[src/rtl/mul_arbiter_if.sv]
// mul_arbiter_if: requester, response and multiplier-side signals of mul_arbiter.
interface mul_arbiter_if #(
    parameter int NREQ = 4
) ();
    localparam int IW = $clog2(NREQ);
    logic [NREQ-1:0] req_valid;
    logic [NREQ-1:0] req_ready;
    logic [32*NREQ-1:0] req_a;
    logic [32*NREQ-1:0] req_b;
    logic resp_valid;
    logic [IW-1:0] resp_id;
    logic [63:0] resp_product;
    logic resp_error;
    logic resp_ready;
    logic mul_start;
    logic [31:0] mul_multiplicand;
    logic [31:0] mul_multiplier;
    logic [63:0] mul_product;
    logic mul_finish;
    logic busy;
    modport slave (
        input req_valid, req_a, req_b, resp_ready, mul_product, mul_finish,
        output req_ready, resp_valid, resp_id, resp_product, resp_error,
        output mul_start, mul_multiplicand, mul_multiplier, busy
    );
    modport master (
        output req_valid, req_a, req_b, resp_ready, mul_product, mul_finish,
        input req_ready, resp_valid, resp_id, resp_product, resp_error,
        input mul_start, mul_multiplicand, mul_multiplier, busy
    );
endinterface

[src/rtl/mul_arbiter.sv]
// mul_arbiter: round-robin sharing of one sequential 32x32 multiplier among NREQ requesters,
// with zero-operand bypass and a finish timeout.
module mul_arbiter #(
    parameter int NREQ = 4,
    parameter int TIMEOUT = 48
) (
    input logic clk,
    input logic rst,
    mul_arbiter_if.slave bus
);
    localparam int IW = $clog2(NREQ);
    localparam int CW = $clog2(TIMEOUT + 1);
    typedef enum logic [2:0] {IDLE, ISSUE, ARM, WAIT, RESP} state_t;
    state_t state;
    logic [IW-1:0] ptr;
    logic [IW-1:0] win;
    logic [IW-1:0] cand;
    logic found;
    logic [CW-1:0] cnt;
    logic [31:0] a;
    logic [31:0] b;
    logic timeout;
    always_comb begin
        win = '0;
        found = 1'b0;
        cand = '0;
        for (int k = 0; k < NREQ; k++) begin
            cand = IW'((int'(ptr) + k) % NREQ);
            if (!found && bus.req_valid[cand]) begin
                found = 1'b1;
                win = cand;
            end
        end
    end
    assign a = bus.req_a[{win, 5'd0} +: 32];
    assign b = bus.req_b[{win, 5'd0} +: 32];
    assign bus.req_ready = (state == IDLE && found) ? NREQ'(1) << win : '0;
    assign timeout = cnt >= CW'(TIMEOUT - 1);
    // ARM exists only to let a finish left high by the previous operation drop first
    always_ff @(posedge clk) begin
        if (rst) begin
            state <= IDLE;
            ptr <= '0;
            cnt <= '0;
            bus.resp_valid <= 1'b0;
            bus.resp_id <= '0;
            bus.resp_product <= '0;
            bus.resp_error <= 1'b0;
            bus.mul_start <= 1'b0;
            bus.mul_multiplicand <= '0;
            bus.mul_multiplier <= '0;
            bus.busy <= 1'b0;
        end else begin
            case (state)
                IDLE: if (found) begin
                    bus.mul_multiplicand <= a;
                    bus.mul_multiplier <= b;
                    bus.resp_id <= win;
                    ptr <= (win == IW'(NREQ - 1)) ? '0 : win + 1'b1;
                    bus.busy <= 1'b1;
                    if (a == '0 || b == '0) begin
                        bus.resp_product <= '0;
                        bus.resp_error <= 1'b0;
                        bus.resp_valid <= 1'b1;
                        state <= RESP;
                    end else begin
                        bus.mul_start <= 1'b1;
                        state <= ISSUE;
                    end
                end
                ISSUE: begin
                    bus.mul_start <= 1'b0;
                    cnt <= '0;
                    state <= ARM;
                end
                ARM: begin
                    cnt <= cnt + 1'b1;
                    if (!bus.mul_finish) begin
                        state <= WAIT;
                    end else if (timeout) begin
                        bus.resp_product <= '0;
                        bus.resp_error <= 1'b1;
                        bus.resp_valid <= 1'b1;
                        state <= RESP;
                    end
                end
                WAIT: begin
                    cnt <= cnt + 1'b1;
                    if (bus.mul_finish) begin
                        bus.resp_product <= bus.mul_product;
                        bus.resp_error <= 1'b0;
                        bus.resp_valid <= 1'b1;
                        state <= RESP;
                    end else if (timeout) begin
                        bus.resp_product <= '0;
                        bus.resp_error <= 1'b1;
                        bus.resp_valid <= 1'b1;
                        state <= RESP;
                    end
                end
                RESP: if (bus.resp_ready) begin
                    bus.resp_valid <= 1'b0;
                    bus.busy <= 1'b0;
                    state <= IDLE;
                end
                default: state <= IDLE;
            endcase
        end
    end
endmodule

[src/flat_wrapper.sv]
// flat-port wrapper written by rule: the top's interface ports become plain ports
module mul_arbiter_flat 
#(
    parameter int NREQ = 4,
    parameter int TIMEOUT = 48
)
  (clk, rst, bus_req_valid, bus_req_a, bus_req_b, bus_resp_ready, bus_mul_product, bus_mul_finish, bus_req_ready, bus_resp_valid, bus_resp_id, bus_resp_product, bus_resp_error, bus_mul_start, bus_mul_multiplicand, bus_mul_multiplier, bus_busy);
  mul_arbiter_if #(.NREQ(NREQ)) bus_i ();
  input logic clk;
  input logic rst;
  input wire logic [$bits(bus_i.req_valid)-1:0] bus_req_valid;
  input wire logic [$bits(bus_i.req_a)-1:0] bus_req_a;
  input wire logic [$bits(bus_i.req_b)-1:0] bus_req_b;
  input wire logic [$bits(bus_i.resp_ready)-1:0] bus_resp_ready;
  input wire logic [$bits(bus_i.mul_product)-1:0] bus_mul_product;
  input wire logic [$bits(bus_i.mul_finish)-1:0] bus_mul_finish;
  output wire logic [$bits(bus_i.req_ready)-1:0] bus_req_ready;
  output wire logic [$bits(bus_i.resp_valid)-1:0] bus_resp_valid;
  output wire logic [$bits(bus_i.resp_id)-1:0] bus_resp_id;
  output wire logic [$bits(bus_i.resp_product)-1:0] bus_resp_product;
  output wire logic [$bits(bus_i.resp_error)-1:0] bus_resp_error;
  output wire logic [$bits(bus_i.mul_start)-1:0] bus_mul_start;
  output wire logic [$bits(bus_i.mul_multiplicand)-1:0] bus_mul_multiplicand;
  output wire logic [$bits(bus_i.mul_multiplier)-1:0] bus_mul_multiplier;
  output wire logic [$bits(bus_i.busy)-1:0] bus_busy;
  assign bus_i.req_valid = bus_req_valid;
  assign bus_i.req_a = bus_req_a;
  assign bus_i.req_b = bus_req_b;
  assign bus_i.resp_ready = bus_resp_ready;
  assign bus_i.mul_product = bus_mul_product;
  assign bus_i.mul_finish = bus_mul_finish;
  assign bus_req_ready = bus_i.req_ready;
  assign bus_resp_valid = bus_i.resp_valid;
  assign bus_resp_id = bus_i.resp_id;
  assign bus_resp_product = bus_i.resp_product;
  assign bus_resp_error = bus_i.resp_error;
  assign bus_mul_start = bus_i.mul_start;
  assign bus_mul_multiplicand = bus_i.mul_multiplicand;
  assign bus_mul_multiplier = bus_i.mul_multiplier;
  assign bus_busy = bus_i.busy;
  mul_arbiter #(.NREQ(NREQ), .TIMEOUT(TIMEOUT)) u_core (.clk(clk), .rst(rst), .bus(bus_i));
endmodule
[config.mk]
export PLATFORM = sky130hd
export DESIGN_NAME = mul_arbiter_flat
export DESIGN_NICKNAME = d
export VERILOG_FILES = /design/src/rtl/mul_arbiter_if.sv /design/src/rtl/mul_arbiter.sv /design/src/flat_wrapper.sv
export SDC_FILE = /design/constraint.sdc
export NUM_CORES = 1
export LEC_CHECK = 0
export CORE_AREA = 2 2 180 182
export DETAILED_ROUTE_END_ITERATION = 10
export DIE_AREA = 0 0 182 184
export PLACE_DENSITY_LB_ADDON = 0.1
export SLEW_MARGIN = 20
export SYNTH_ARGS = -nofsm -noshare
export SYNTH_HDL_FRONTEND = slang
export SYNTH_SLANG_ARGS = --single-unit
export TNS_END_PERCENT = 30
[constraint.sdc]
create_clock -name clk -period 8.36 [get_ports clk]
set_clock_uncertainty 0.05 [all_clocks]
set_input_delay 2.09 -clock clk [delete_from_list [all_inputs] [get_ports clk]]
set_output_delay 2.09 -clock clk [all_outputs]
set_load 0.01 [all_outputs]
==> run_results.csv, run 1 <==
group,metric,value,unit
routing,routedWlPerCell,22.5,um
worst_setup_path,crit_slowest_cell,"buf_4",
worst_setup_path,worst_ep_arrival_time,5.13,ns
clock_tree,clkSinkCount,145,
worst_setup_path,start_kind,"input port",
finish,layout-drive-gt1-share,5.99,%
floorplan,die_area,33500,um^2
routing,wirelength,47.5,mm
finish,fin_area,15300,um^2
routing,firstDrtPassIters,5,
pwr,max-vdd-ir-drop,0.171,mV
timing,setup_ws,1.09,ns
finish,fin_cells,2116,
clock_tree,post_cts_resize_count,0,
clock_tree,cts.htree.levels,4,
worst_setup_path,endpoint_kind,"output pin",
routing,vias_per_cell,5.71,
pwr,combPwrFrac,57.1,%
floorplan,num_io_pins,466,
synth,ys_seq_area_share,29.0,%
finish,nFillCells,3091,
global_route,overflow,0,
placement,io_buffers,465,
clock_tree,cts_setup_buffers,0,
clock_tree,clk_pin_slew,0.06,ns
routing,vias,12091,
synth,postSynthCellCount,1354,
pwr,seq_power_share,24.9,%
worst_setup_path,critical_path.cell_chain,"clkdlybuf4s50_1 -> nor2b_4 -> buf_4 -> a211o_2 -> nand2_1 -> inv_2 -> ha_1 -> and2_1 -> clkdlybuf4s50_1",
global_route,grt_pass1_vias,11831,
finish,nNetsFinal,2027,
run,maxCapViolCount,0,
floorplan,row_count,65,
synth,yosysUniqueCellTypes,45,
clock_tree,clk_latency,0.42,ns
worst_setup_path,crit_family,"buffers and inverters",
worst_setup_path,crit_type,"input port to output pin",
pwr,switchingPower,1.72,mW
clock_tree,clk_path_buf_depth,2,
floorplan,dieWidth,182,um
placement,dpl.cell_count,2077,
timing,hold_viol,0,
finish,layout_commonest_cell,"clkdlybuf4s50_1",
outcome,status,"complete, no violations",
synth,synth_edf_count,0,
routing,drtIter0Drc,1026,
placement,dp_hpwl,33.6,mm
worst_setup_path,cp_slowest_stage_delay,0.56,ns
clock_tree,cts_buffers,17,
pwr,power_density,258,nW/um^2
floorplan,core_area,31400,um^2
global_route,gr-usage-all-layers,27.4,%
synth,synth_flop_cell,"dfxtp_1",
routing,final_antenna_net_count,0,
placement,dpl_worst_slack,1.02,ns
synth,yosys_register_bits,145,
worst_setup_path,path_max_fanout,58,
global_route,grt_start_max_net_pins,185,
pwr,p_int,2.24,mW
timing,setup-violations-final,0,
timing,slew_viol_final,0,
timing,clock.fmax,138,MHz
pwr,leakage,5.39,nW
finish,utilization,48.8,%
timing,rsz0062_at_grt,"no",
timing,finalSetupTns,0,ns
synth,async_flop_share,0,%
pwr,clkPwrFrac,18.0,%
finish,ff_latch_area,2910,um^2
synth,synth_nets,1687,
clock_tree,cts_tree,"done",
global_route,antenna_found_initial,10,
clock_tree,cts-root-buf,"clkbuf_16",
pwr,p_sw_share,43.5,%
finish,multi_input_area,6520,um^2
synth,synth_area,10000,um^2
floorplan,die_height,184,um
floorplan,initial_core_util,31.9,%
worst_setup_path,required,6.22,ns
timing,finalCriticalPeriod,7.27,ns
timing,slew_headroom,32.0,%
worst_setup_path,path_common_cell,"clkdlybuf4s50_1",
routing,drc_errors,0,
timing,worst_pin_slew,1.02,ns
finish,final_cell_mix,"clkdlybuf4s50_1 (464), nand2_1 (215), dfxtp_1 (144), nand3_1 (89), nor2b_1 (67)",
synth,synth_warnings,0,
placement,placed_cell_area,14800,um^2
timing,post-route-period-util,86.9,%
worst_setup_path,critPathBufInv,4,
finish,synthToLayoutAreaGrowth,53.3,%
synth,syn_area_per_cell,7.39,um^2
min_path,min_path_type,"flop to flop",
placement,place_congestion,0.896,
global_route,grt_pass1_wl,70.7,mm
clock_tree,cts-hold-fix-buffers,0,
==> routing by layer <==
layer / GRT usage (%) / routed length (um) / vias up
met2: 44.6 / 22500 / 541
li1: - / - / 5748
met4: 15.0 / 2190 / 0
met5: 0 / 0 / -
met1: 31.4 / 18300 / 5699
met3: 9.71 / 4500 / 103
==> through the flow <==
stage,hold slack (ns),power [mW]
after floorplan,0.429,2.23
after detailed placement,0.401,3.23
after global routing,0.426,4.20
after CTS,0.411,3.97
after global placement,0.393,3.22
final,0.407,3.96
==> final cells by class <==
class,instances,share of cell area [%]
Timing Repair Buffer,483,31.4
Inverter,7,0.171
Clock inverter,6,0.392
Sequential cell,145,19.0
Tap cell,402,3.28
Multi-Input combinational cell,1040,42.5
Clock buffer,22,3.09
Antenna cell,11,0.180
==> tightest hold or removal path: cells and delay by family, from the launching register on <==
| kind | cells | cell delay, ns |
|---|---|---|
| AOI/OAI and AO/OA | 1 | 0.05 |
| and+or+nand+nor | 1 | 0.05 |
| DFF | 1 | 0.31 |
==> flip-flops by register name, indices dropped and copies added (netlist names) <==
register and cells:
u_core.bus.resp_product 64, u_core.state 3, u_core.cnt 6, u_core.ptr 2
u_core.bus.resp_valid 1, u_core.bus.mul_multiplicand 32, u_core.bus.busy 1, u_core.bus.resp_error 1
u_core.bus.mul_start 1, u_core.bus.resp_id 2, u_core.bus.mul_multiplier 32
==> synth_stat cells, types with 2 or more instances <==
master | number | area share, %
clkbuf_1 | 135 | 5.1
and3_1 | 49 | 3.1
nor2b_1 | 69 | 4.3
a221o_1 | 16 | 1.6
inv_1 | 6 | 0.23
buf_1 | 8 | 0.30
nor2_1 | 48 | 1.8
a21boi_0 | 25 | 1.9
ha_1 | 5 | 0.63
nor3_1 | 8 | 0.40
nand3_1 | 89 | 4.5
dfxtp_1 | 145 | 29
nor3b_1 | 56 | 4.2
o31ai_1 | 2 | 0.15
a221oi_1 | 41 | 3.6
a31oi_1 | 3 | 0.19
a22oi_1 | 66 | 5.0
and2_1 | 5 | 0.31
nor4_1 | 64 | 4.0
o32a_1 | 16 | 1.6
mux2i_1 | 19 | 1.9
nand2_1 | 216 | 8.1
a2111oi_0 | 8 | 0.70
nand4_1 | 4 | 0.25
buf_2 | 17 | 0.85
o21ai_1 | 10 | 0.50
a21oi_1 | 50 | 2.5
a32oi_1 | 41 | 3.6
a211o_1 | 18 | 1.6
o21ai_0 | 62 | 3.1
a21bo_2 | 39 | 3.9
==> power by group through the flow <==
stage / Combinational (mW) / Clock (mW) / Sequential, mW
after floorplan: 1.20 / 0 / 1.03
after global placement: 2.23 / 0 / 0.994
after detailed placement: 2.24 / 0 / 0.996
after CTS: 2.25 / 0.734 / 0.985
after global routing: 2.43 / 0.758 / 1.01
final: 2.26 / 0.712 / 0.984
==> worst paths after layout <==
check / from / to / slack, ns / depth (start not counted)
max: bus_req_valid[2] / bus_req_ready[3] / 1.09 / 9
min: u_core.bus.mul_multiplicand[13]$_SDFFE_PP0P_ / u_core.bus.mul_multiplicand[13]$_SDFFE_PP0P_ / 0.41 / 2
max reg2reg: u_core.ptr[1]$_SDFFE_PP0P_ / u_core.bus.resp_product[0]$_SDFFE_PP0P_ / 2.81 / 11
min reg2reg: u_core.bus.mul_multiplicand[13]$_SDFFE_PP0P_ / u_core.bus.mul_multiplicand[13]$_SDFFE_PP0P_ / 0.41 / 2
==> cell families (layout without fill, tap and decap cells) <==
family	after synthesis	in the layout	synth area share (%)
flip-flops	145	145	29.0
multiplexers	20	20	2.01
AND/OR/NAND/NOR	611	611	31.2
adder cells (fa/ha/maj)	5	5	0.625
other	0	11	0
AO/OA/AOI/OAI	404	404	30.5
buffers and inverters	169	518	6.67
Power figures use the tool's default switching activity.
==> run 2: changes to the inputs <==
--- a/config.mk
+++ b/config.mk
@@ -9,7 +9,6 @@
 export DETAILED_ROUTE_END_ITERATION = 10
 export DIE_AREA = 0 0 182 184
 export PLACE_DENSITY_LB_ADDON = 0.1
-export SLEW_MARGIN = 20
 export SYNTH_ARGS = -nofsm -noshare
 export SYNTH_HDL_FRONTEND = slang
 export SYNTH_SLANG_ARGS = --single-unit
==> run_results.csv, run 2 (synthesis gave the netlist of run 1 again) <==
group,metric,value,unit
worst_setup_path,required,6.22,ns
worst_setup_path,worst_ep_arrival_time,5.09,ns
worst_setup_path,r2r_start,"u_core.ptr[1]$_SDFFE_PP0P_",
floorplan,die_height,184,um
clock_tree,cts_buffers,17,
worst_setup_path,reg2reg_to,"u_core.bus.resp_product[0]$_SDFFE_PP0P_",
clock_tree,clk_path_buf_depth,2,
placement,dp_hpwl,33.7,mm
worst_setup_path,path_common_cell,"clkdlybuf4s50_1",
clock_tree,cts_setup_buffers,0,
worst_setup_path,cp-endpoint,"bus_req_ready[3]",
timing,clock.fmax,138,MHz
routing,drtIter0Drc,984,
global_route,overflow,0,
placement,place_congestion,0.896,
finish,nFillCells,3090,
global_route,grt_pass1_wl,71.1,mm
global_route,gr-usage-all-layers,27.5,%
pwr,seq_power_share,24.0,%
timing,finalSetupTns,0,ns
finish,utilization,49.3,%
finish,layout-drive-gt1-share,6.33,%
timing,slew_headroom,14.6,%
finish,top_regs,"u_core.bus.resp_product: 64 flops, u_core.bus.mul_multiplicand: 32 flops, u_core.bus.mul_multiplier: 32 flops",
placement,dpl.cell_count,2077,
floorplan,num_io_pins,466,
finish,largest_reg_flops,64,
clock_tree,clk_latency,0.43,ns
clock_tree,clkSinkCount,145,
clock_tree,cts.htree.levels,4,
pwr,max-vdd-ir-drop,0.157,mV
timing,setup-violations-final,0,
floorplan,row_count,65,
routing,vias_per_cell,5.73,
worst_setup_path,rrSetupSlack,2.69,ns
pwr,power.total,4.09,mW
timing,finalCriticalPeriod,7.23,ns
timing,worst_pin_slew,1.25,ns
clock_tree,cts-hold-fix-buffers,0,
placement,dpl_worst_slack,0.753,ns
routing,routedWlPerCell,22.3,um
worst_setup_path,cp-startpoint,"bus_req_valid[2]",
outcome,status,"complete, no violations",
floorplan,dieWidth,182,um
timing,slew_viol_final,0,
floorplan,initial_core_util,31.9,%
timing,hold_ws,0.407,ns
worst_setup_path,critical_path.cell_chain,"clkdlybuf4s50_1 -> nor2b_4 -> buf_4 -> a211o_2 -> nand2_1 -> inv_2 -> ha_1 -> and2_1 -> clkdlybuf4s50_1",
routing,final_antenna_net_count,0,
finish,nNetsFinal,2027,
run,maxCapViolCount,0,
clock_tree,clk_pin_slew,0.05,ns
pwr,power_density,264,nW/um^2
finish,fin_area,15500,um^2
routing,drc_errors,0,
routing,wirelength,47.4,mm
clock_tree,cts_tree,"done",
pwr,clkPwrFrac,20.9,%
finish,fin_cells,2122,
pwr,combPwrFrac,55.0,%
clock_tree,cts-root-buf,"clkbuf_16",
global_route,antenna_found_initial,14,
timing,rsz0062_at_grt,"no",
placement,placed_cell_area,14800,um^2
finish,layout_commonest_cell,"clkdlybuf4s50_1",
worst_setup_path,endpoint_kind,"output pin",
min_path,min_path_type,"flop to flop",
worst_setup_path,crit_family,"buffers and inverters",
worst_setup_path,cp_slowest_stage_delay,0.56,ns
floorplan,core_area,31400,um^2
placement,io_buffers,465,
pwr,switchingPower,1.72,mW
timing,post-route-period-util,86.5,%
routing,vias,12160,
worst_setup_path,crit_slowest_cell,"buf_4",
timing,setup_ws,1.13,ns
min_path,worst_hold_startpoint,"u_core.bus.mul_multiplier[23]$_SDFFE_PP0P_",
routing,firstDrtPassIters,5,
worst_setup_path,cp.depth,9,
finish,final_cell_mix,"clkdlybuf4s50_1 (464), nand2_1 (215), dfxtp_1 (144), nand3_1 (89), nor2b_1 (67)",
floorplan,die_area,33500,um^2
pwr,p_sw_share,42.1,%
worst_setup_path,crit_type,"input port to output pin",
finish,synthToLayoutAreaGrowth,54.6,%
global_route,grt_start_max_net_pins,185,
global_route,grt_pass1_vias,11930,
pwr,leakage,5.46,nW
clock_tree,post_cts_resize_count,0,
pwr,p_int,2.37,mW
timing,hold_viol,0,
finish,regMostFlops,"u_core.bus.resp_product",
worst_setup_path,path_max_fanout,58,
worst_setup_path,start_kind,"input port",
worst_setup_path,critPathBufInv,4,
worst_setup_path,reg2regPathDepth,11,
==> run 2: changes by cell type in the layout (fill, tap and decap cells not counted), sizes merged <==
cell and change:
bufinv +3, clkbuf +2, clkinvlp -1, diode +2
==> run 2: worst reg2reg max path: cells and delay by family (launching register included) <==
| family | cells | cell delay (ns) |
|---|---|---|
| AOI/OAI and AO/OA | 5 | 2.21 |
| buffers and inverters | 4 | 2.17 |
| and+or+nand+nor | 2 | 0.62 |
| DFF | 1 | 0.47 |
==> run 2: area by class of cell <==
cell class,count,area (um^2),area share [%]
Multi-Input combinational cell,1040,6520,42.1
Timing Repair Buffer,483,4810,31.1
Sequential cell,145,2910,18.8
Clock buffer,24,522,3.37
Tap cell,402,503,3.25
Clock inverter,8,146,0.947
Antenna cell,13,32.5,0.210
Inverter,7,26.3,0.170
==> run 2: how the worst min path moves through the flow <==
stage,endpoint,slack (ns),depth (start not counted)
CTS,u_core.bus.mul_multiplier[24]$_SDFFE_PP0P_,0.41,2
detailed placement,u_core.bus.mul_multiplicand[13]$_SDFFE_PP0P_,0.40,2
global placement,u_core.bus.mul_multiplicand[31]$_SDFFE_PP0P_,0.39,2
finish,u_core.bus.mul_multiplier[23]$_SDFFE_PP0P_,0.41,2
global route,u_core.bus.mul_multiplicand[19]$_SDFFE_PP0P_,0.43,2
floorplan,u_core.bus.mul_start$_SDFFE_PP0P_,0.43,2
==> run 2: power by group through the flow <==
stage | clock network (mW) | logic, mW | registers (mW)
after floorplan | 0 | 1.20 | 1.03
after global placement | 0 | 2.23 | 0.994
after detailed placement | 0 | 2.23 | 0.994
after CTS | 0.874 | 2.24 | 0.984
after global routing | 0.903 | 2.43 | 1.01
final | 0.856 | 2.25 | 0.982
==> run 2: per-layer routing <==
layer / up-vias / routed length, um / track usage [%]
met1: 5781 / 18500 / 31.8
met5: - / 23 / 0
li1: 5753 / - / -
met4: 4 / 2220 / 14.9
met3: 116 / 4070 / 8.64
met2: 506 / 22500 / 45.5
==> run 3: changes to the inputs <==
--- a/config.mk
+++ b/config.mk
@@ -5,6 +5,8 @@
 export SDC_FILE = /design/constraint.sdc
 export NUM_CORES = 1
 export LEC_CHECK = 0
+export ABC_CLOCK_PERIOD_IN_PS = 8360
+export CAP_MARGIN = 10
 export CORE_AREA = 2 2 180 182
 export DETAILED_ROUTE_END_ITERATION = 10
 export DIE_AREA = 0 0 182 184
==> run_results.csv, run 3 (synthesis gave the netlist of run 1 again) <==
group,metric,value,unit
outcome,status,"complete, no violations",
global_route,antenna_found_initial,10,
worst_setup_path,cp_slowest_stage_delay,0.55,ns
timing,slew_viol_final,0,
timing,hold_viol,0,
placement,place_congestion,0.896,
routing,vias,12063,
worst_setup_path,required,6.22,ns
routing,vias_per_cell,5.68,
global_route,grt_start_max_net_pins,185,
finish,ff_latch_area,2910,um^2
placement,io_buffers,465,
finish,synthToLayoutAreaGrowth,54.5,%
clock_tree,clk_latency,0.42,ns
pwr,switchingPower,1.73,mW
timing,slew_headroom,21.0,%
floorplan,die_area,33500,um^2
run,maxCapViolCount,0,
worst_setup_path,path_common_cell,"clkdlybuf4s50_1",
pwr,max-vdd-ir-drop,0.140,mV
worst_setup_path,crit_slowest_cell,"buf_4",
routing,firstDrtPassIters,5,
floorplan,initial_core_util,31.9,%
timing,clock.fmax,138,MHz
finish,multi_input_area,6520,um^2
timing,hold_ws,0.406,ns
global_route,gr-usage-all-layers,27.2,%
clock_tree,clk_path_buf_depth,2,
finish,largest_reg_flops,64,
finish,nNetsFinal,2028,
timing,rsz0062_at_grt,"no",
pwr,leakage,5.45,nW
pwr,p_sw_share,42.4,%
floorplan,core_area,31400,um^2
finish,regMostFlops,"u_core.bus.resp_product",
worst_setup_path,endpoint_kind,"output pin",
clock_tree,cts_setup_buffers,0,
routing,drtIter0Drc,870,
finish,layout-drive-gt1-share,6.26,%
global_route,grt_pass1_wl,70.9,mm
routing,routedWlPerCell,22.3,um
floorplan,row_count,65,
placement,dp_hpwl,33.6,mm
clock_tree,cts-root-buf,"clkbuf_16",
clock_tree,clkSinkCount,145,
worst_setup_path,path_max_fanout,58,
worst_setup_path,crit_type,"input port to output pin",
worst_setup_path,critical_path.cell_chain,"clkdlybuf4s50_1 -> nor2b_4 -> buf_4 -> a211o_2 -> nand2_1 -> inv_2 -> ha_1 -> and2_1 -> clkdlybuf4s50_1",
timing,finalSetupTns,0,ns
timing,setup-violations-final,0,
finish,final_cell_mix,"clkdlybuf4s50_1 (464), nand2_1 (215), dfxtp_1 (144), nand3_1 (89), nor2b_1 (67)",
timing,worst_pin_slew,1.18,ns
global_route,overflow,0,
worst_setup_path,worst_ep_arrival_time,5.11,ns
pwr,clkPwrFrac,20.9,%
floorplan,die_height,184,um
routing,drc_errors,0,
pwr,power_density,264,nW/um^2
clock_tree,cts.htree.levels,4,
timing,finalCriticalPeriod,7.25,ns
clock_tree,cts-hold-fix-buffers,0,
clock_tree,cts_tree,"done",
pwr,seq_power_share,24.1,%
pwr,combPwrFrac,55.0,%
global_route,grt_pass1_vias,11842,
worst_setup_path,start_kind,"input port",
finish,layout_commonest_cell,"clkdlybuf4s50_1",
pwr,p_int,2.35,mW
timing,post-route-period-util,86.7,%
clock_tree,clk_pin_slew,0.06,ns
clock_tree,post_cts_resize_count,0,
finish,nFillCells,3043,
routing,final_antenna_net_count,0,
clock_tree,cts_buffers,17,
floorplan,num_io_pins,466,
finish,top_regs,"u_core.bus.resp_product: 64 flops, u_core.bus.mul_multiplicand: 32 flops, u_core.bus.mul_multiplier: 32 flops",
min_path,min_path_type,"flop to flop",
routing,wirelength,47.4,mm
floorplan,dieWidth,182,um
[run 3: power groups by stage]
stage	Combinational [mW]	Sequential (mW)	Clock [mW]
after global placement	2.23	0.994	0
after floorplan	1.20	1.03	0
final	2.25	0.984	0.853
after global routing	2.42	1.01	0.898
after detailed placement	2.24	0.995	0
after CTS	2.25	0.984	0.871
[run 3: path summary, 6_finish.rpt]
check	start	end	slack (ns)	cells after the start
setup / recovery	bus_req_valid[2]	bus_req_ready[3]	1.11	9
hold / removal	u_core.bus.mul_multiplier[24]$_SDFFE_PP0P_	u_core.bus.mul_multiplier[24]$_SDFFE_PP0P_	0.41	2
setup reg to reg	u_core.ptr[1]$_SDFFE_PP0P_	u_core.bus.resp_product[34]$_SDFFE_PP0P_	2.87	11
hold reg to reg	u_core.bus.mul_multiplier[24]$_SDFFE_PP0P_	u_core.bus.mul_multiplier[24]$_SDFFE_PP0P_	0.41	2
[run 3: cell type report]
type | count | share of cell area (%)
clock inverters | 12 | 1.33
well taps | 402 | 3.26
clock buffers | 20 | 2.89
repair buffers | 484 | 31.2
flip-flops and latches | 145 | 18.8
inverters | 7 | 0.170
multi-input cells | 1040 | 42.2
diodes | 12 | 0.194
[run 3: metrics by stage]
step                      worst slack (ns)  total power [mW]  std cells  utilization [%]  area (um^2)
after floorplan                       2.42              2.23       1354                -        10000
after global placement               0.715              3.22       2077             47.0        14800
after detailed placement              1.10              3.23       2078             47.0        14800
after CTS                             1.12              4.10       2110             49.1        15400
after global routing                 0.953              4.33       2120             49.2        15400
final                                 1.11              4.08       2122             49.2        15500
[run 3: routing by layer]
metal,part of all wire (%),track usage [%],wire [um],up-vias
met5,0,0,0,-
met3,7.8,7.86,3680,94
met1,40,31.7,19100,5734
met4,4.1,12.8,1950,0
met2,48,45.9,22600,481
li1,-,-,-,5754
[run 3: critical path, delay by kind of cell]
family	cells	cell delay [ns]
fa+ha+maj	1	0.23
simple gates	3	0.64
compound gates	1	0.21
buf+inv	4	1.93
